File: src/rtl/aes_sub_bytes_seq.sv
// Sequential SubBytes/InvSubBytes: streams NumBytes bytes through one shared S-box, one byte per cycle.
// Optional `AES_SUB_BYTES_PIPE_EN adds a register stage between the S-box output and the state write port.
module aes_sub_bytes_seq #(
    parameter int NumBytes = 16
) (
    input  logic                  clk_i,
    input  logic                  rst_ni,
    input  logic                  clear_i,
    input  logic                  in_valid_i,
    output logic                  in_ready_o,
    input  logic [1:0]            op_i,
    input  logic [8*NumBytes-1:0] data_i,
    output logic                  out_valid_o,
    input  logic                  out_ready_i,
    output logic [8*NumBytes-1:0] data_o,
    output logic                  busy_o
);

    // state | meaning
    // IDLE  | waiting for a request, in_ready_o=1
    // RUN   | one byte per cycle through the S-box
    // DONE  | result held on data_o until out_ready_i
    typedef enum logic [1:0] {IDLE, RUN, DONE} fsm_t;

    localparam int            CW   = $clog2(NumBytes) + 1;
    localparam logic [CW-1:0] LAST = CW'(NumBytes - 1);

    function automatic logic [7:0] xtime(input logic [7:0] a);
        return {a[6:0], 1'b0} ^ (a[7] ? 8'h1b : 8'h00);
    endfunction

    function automatic logic [7:0] gf_mul(input logic [7:0] a, input logic [7:0] b);
        logic [7:0] p;
        logic [7:0] aa;
        p  = 8'h00;
        aa = a;
        for (int i = 0; i < 8; i++) begin
            if (b[i]) p = p ^ aa;
            aa = xtime(aa);
        end
        return p;
    endfunction

    // Multiplicative inverse as x^254; zero maps to zero.
    function automatic logic [7:0] gf_inv(input logic [7:0] x);
        logic [7:0] r;
        r = x;
        for (int i = 0; i < 6; i++) begin
            r = gf_mul(r, r);
            r = gf_mul(r, x);
        end
        return gf_mul(r, r);
    endfunction

    function automatic logic [7:0] sbox_fwd(input logic [7:0] x);
        logic [7:0] b;
        b = gf_inv(x);
        return b ^ {b[6:0], b[7]} ^ {b[5:0], b[7:6]} ^ {b[4:0], b[7:5]} ^ {b[3:0], b[7:4]} ^ 8'h63;
    endfunction

    function automatic logic [7:0] sbox_inv(input logic [7:0] x);
        logic [7:0] b;
        b = {x[6:0], x[7]} ^ {x[4:0], x[7:5]} ^ {x[1:0], x[7:2]} ^ 8'h05;
        return gf_inv(b);
    endfunction

    fsm_t                  fsm_q, fsm_d;
    logic [8*NumBytes-1:0] st_q;
    logic [1:0]            op_q;
    logic [CW-1:0]         cnt_q;
    logic [7:0]            sel_byte, sbox_out;
    logic                  accept, issue, cnt_inc, last_wr, wr_en;
    logic [CW-1:0]         wr_idx;
    logic [7:0]            wr_data;

    assign accept = (fsm_q == IDLE) && in_valid_i && !clear_i;
    assign issue  = (fsm_q == RUN) && (cnt_q < CW'(NumBytes));

    always_comb begin
        sel_byte = 8'h00;
        for (int i = 0; i < NumBytes; i++) begin
            if (cnt_q == CW'(i)) sel_byte = st_q[8*i +: 8];
        end
    end

    // Reserved op codes fall through to forward.
    assign sbox_out = (op_q == 2'b10) ? sbox_inv(sel_byte) : sbox_fwd(sel_byte);

`ifdef AES_SUB_BYTES_PIPE_EN
    logic          pipe_vld_q;
    logic [7:0]    pipe_data_q;
    logic [CW-1:0] pipe_idx_q;

    always_ff @(posedge clk_i or negedge rst_ni) begin
        if (!rst_ni) begin
            pipe_vld_q  <= 1'b0;
            pipe_data_q <= 8'h00;
            pipe_idx_q  <= '0;
        end else if (clear_i) begin
            pipe_vld_q  <= 1'b0;
            pipe_data_q <= 8'h00;
            pipe_idx_q  <= '0;
        end else begin
            pipe_vld_q <= issue;
            if (issue) begin
                pipe_data_q <= sbox_out;
                pipe_idx_q  <= cnt_q;
            end
        end
    end

    assign cnt_inc = issue;
    assign wr_en   = pipe_vld_q;
    assign wr_idx  = pipe_idx_q;
    assign wr_data = pipe_data_q;
    assign last_wr = pipe_vld_q && (pipe_idx_q == LAST);
`else
    assign cnt_inc = issue && (cnt_q != LAST);
    assign wr_en   = issue;
    assign wr_idx  = cnt_q;
    assign wr_data = sbox_out;
    assign last_wr = issue && (cnt_q == LAST);
`endif

    always_ff @(posedge clk_i or negedge rst_ni) begin
        if (!rst_ni) fsm_q <= IDLE;
        else         fsm_q <= fsm_d;
    end

    always_comb begin
        fsm_d = fsm_q;
        case (fsm_q)
            IDLE:    if (in_valid_i)  fsm_d = RUN;
            RUN:     if (last_wr)     fsm_d = DONE;
            DONE:    if (out_ready_i) fsm_d = IDLE;
            default:                  fsm_d = IDLE;
        endcase
        if (clear_i) fsm_d = IDLE;
    end

    always_ff @(posedge clk_i or negedge rst_ni) begin
        if (!rst_ni) begin
            st_q  <= '0;
            op_q  <= 2'b00;
            cnt_q <= '0;
        end else if (clear_i) begin
            st_q  <= '0;
            op_q  <= 2'b00;
            cnt_q <= '0;
        end else if (accept) begin
            st_q  <= data_i;
            op_q  <= op_i;
            cnt_q <= '0;
        end else begin
            if (wr_en) begin
                for (int i = 0; i < NumBytes; i++) begin
                    if (wr_idx == CW'(i)) st_q[8*i +: 8] <= wr_data;
                end
            end
            if (cnt_inc) cnt_q <= cnt_q + CW'(1);
            // Scrub the result as it leaves.
            if ((fsm_q == DONE) && out_ready_i) begin
                st_q  <= '0;
                cnt_q <= '0;
            end
        end
    end

    assign in_ready_o  = (fsm_q == IDLE);
    assign out_valid_o = (fsm_q == DONE);
    assign busy_o      = (fsm_q != IDLE);
    assign data_o      = out_valid_o ? st_q : '0;

endmodule

File: config.mk
export PLATFORM = sky130hd
export DESIGN_NAME = aes_sub_bytes_seq
export DESIGN_NICKNAME = d
export VERILOG_FILES = /design/src/rtl/aes_sub_bytes_seq.sv
export SDC_FILE = /design/constraint.sdc
export NUM_CORES = 2
export LEC_CHECK = 0
export BUFFER_PORTS_ARGS = -buffer_cell sky130_fd_sc_hd__clkbuf_2
export CAP_MARGIN = 20
export CORE_MARGIN = 8
export CORE_UTILIZATION = 50
export CTS_CLUSTER_SIZE = 16
export DETAILED_ROUTE_END_ITERATION = 12
export PLACE_DENSITY_LB_ADDON = 0.15
export SYNTH_ARGS = -nofsm -noshare
export SYNTH_HDL_FRONTEND = slang
export SYNTH_SLANG_ARGS = --single-unit
export TNS_END_PERCENT = 100
File: constraint.sdc
create_clock -name clk_i -period 30.2 [get_ports clk_i]
set_input_delay 6.04 -clock clk_i [delete_from_list [all_inputs] [get_ports clk_i]]
set_output_delay 6.04 -clock clk_i [all_outputs]
set_load 0.005 [all_outputs]
==> flow_summary.yaml <==
setup_path:
  cp_num_cells: 87
  cpMostUsedCell: "xnor2_1"
  cp-endpoint: "st_q[116]"
  crit_path_max_incr_delay_ns: 0.86
  path_delay_family: "XOR/XNOR gates"
  crit_fanout: 32
  r2r-start: "cnt_q[0]"
  worstSetupPathType: "flip-flop to flip-flop"
  reg2reg_depth: 87
  end_kind: "flip-flop"
  crit_path_start_kind: "flip-flop"
  reg2reg_setup_slack_ns: 1.30
  crit_buf_inv: 10
  required_ns: 30.53
  slowest_stage: "a311oi_1"
  timing.rr.end: "st_q[116]"
  crit_path_start: "cnt_q[0]"
  crit_arrival_ns: 29.24
clocking:
  cts_sinks: 137
  cts.path.max_buffers: 2
  cts_buffers: 17
  clk_latency_ns: 0.45
  clkSlewWorstSetupHoldPaths_ns: 0.06
  cts_tree: "built"
  cts_root_buf: "clkbuf_16"
  htreeDepth: 4
floorplanning:
  fp-row-count: 100
  die_y_um: 289
  initial_core_util_pct: 50.2
  die_w_um: 289
  core_area_um2: 74100
  die_area_um2: 83300
  io_pins: 266
detailed_routing:
  drtIter0Drc: 4725
  dr_total_vias: 36900
  drc_errors: 0
  drt-total-wl_mm: 138
  detail-route-antenna-nets: 0
  drt-vias-per-instance: 6.35
  dr.pass1.iters: 6
  post_drt_wl_per_cell_um: 23.8
logic_synthesis:
  yosysTopAreaCellShare_pct: 15.0
  synth.area.top_cells: "xnor2_1 15%, xnor3_1 12%, dfrtp_1 9.2%"
  seq_area_frac_synth_pct: 9.23
  ys_ff_latch: 137
  synth_edf_count: 0
  avgSynthCellArea_um2: 7.79
  synth_top_area_cell: "xnor2_1"
  syn_inst: 4769
  async_flop_share_pct: 100
  syn_area_um2: 37200
  synth_nets: 4923
  synth-main-ff-cell: "dfrtp_1"
  yosys_warnings: 0
  ys_types: 133
layout:
  num-nets-final: 4977
  syn2layout_area_growth_pct: 7.36
  fin_area_um2: 39900
  n_fill_cell: 7137
  multi_input_area_um2: 32100
  ff_latch_area_um2: 3430
  layout_common_cells: "620 x xnor2_1, 618 x nor2_1, 477 x nand2_1, 264 x clkbuf_2, 241 x a21oi_1"
  drive_above_1_share_pct: 14.0
  final_cells: 5806
  layout_commonest_cell: "xnor2_1"
grt:
  grt_use_met2_pct: 47.3
  grt_pass1_wl_mm: 210
  grt-ovfl-total: 0
  grt.met3_usage_pct: 6.76
  grt_use_met1_pct: 46.0
  grtUsageTotal_pct: 31.8
  antenna_found_initial: 3
  grt.busiest_layer: "met2"
  grt_pass1_vias: 33600
  grt_max_degree: 98
timing:
  fmax_mhz: 34.6
  fin_worst_skew_ns: 0.0119
  tightestPinTransition_ns: 1.18
  setup_violations: 0
  hold_violations: 0
  finalCritPeriodShare_pct: 95.7
  finalCriticalPeriod_ns: 28.90
  drv_slew: 0
  finalSetupTns_ns: 0
  timing.slew.headroom_pct: 21.1
placement:
  dp.final_hpwl_mm: 103
  portBuffers: 265
  post_dp_cell_area_um2: 39200
  gp_congestion: 0.999
  dpl.cell_count: 5771
min_path:
  min-delay-path-class: "flip-flop to flip-flop"
status:
  status: "completed"
job:
  drv_cap: 0
## worst min path at each step
stage               from   endpoint  cells after the start
6_report       st_q[104]  st_q[104]                      1
5_1_grt         st_q[11]   st_q[11]                      2
4_1_cts        st_q[104]  st_q[104]                      1
3_5_place_dp    st_q[11]   st_q[11]                      2
3_3_place_gp    st_q[11]   st_q[11]                      2
2_1_floorplan   st_q[59]   st_q[59]                      2
## stage by stage
stage	setup WS, ns	util [%]	hold slack [ns]
floorplan	5.27	-	0.444
global placement	0.975	52.9	0.484
detailed placement	0.767	53.0	0.495
CTS	0.664	53.8	0.513
global route	-0.00667	53.9	0.545
finish	1.30	53.9	0.517
## logic make-up (layout without fill, tap and decap cells)
group / Yosys count / after routing / synth area share [%]
DFF: 137 / 137 / 9.23
other: 0 / 2 / 0
and+or+nand+nor: 1765 / 1765 / 22.5
AOI/OAI and AO/OA: 1130 / 1130 / 20.5
muxes: 146 / 146 / 4.00
xor gates and xnor gates: 1142 / 1142 / 37.9
buffers and inverters: 430 / 496 / 5.20
adders and majority gates: 19 / 19 / 0.640
## cell type report
type / instances / share of cell area, %
sequential: 137 / 8.60
timing repair buffer: 392 / 5.78
inverter: 73 / 0.693
clock buffer: 21 / 1.18
clock inverter: 10 / 0.298
tap: 969 / 3.04
antenna: 2 / 0.0125
multi-input combinational: 4202 / 80.4
## synth_stat cells, drive strengths merged, types with 39 or more instances
cell,number
a22oi,39
buf,160
mux2i,127
nand3,97
nand2b,41
o211ai,62
nor3,103
a21oi,245
nor2,631
o22ai,78
and2,171
nand2,479
o21ai,305
inv,69
xnor3,212
dfrtp,137
xnor2,698
clkbuf,197
a211oi,66
xor2,208
## flip-flops by register name, indices dropped and copies added, names as in the netlist
signal,cells
cnt_q,5
op_q,2
fsm_q,2
st_q,128
## repair_timing
item                                    in CTS  in global routing
hold buffers                                 0                  0
gates resized for setup                      0                 13
setup buffers                                0                  1
endpoints found under the setup margin       0                128
## metal layers
layer / share of wire, % / wire, um / up-vias
met5: 0.012 / 16 / -
met4: 3.2 / 4490 / 2
met3: 12 / 16100 / 278
met2: 43 / 59300 / 2119
met1: 42 / 58500 / 17600
li1: - / - / 16900
Power is not shown: default switching activity piles up to over one toggle a cycle in this logic, so the estimate is an artifact.
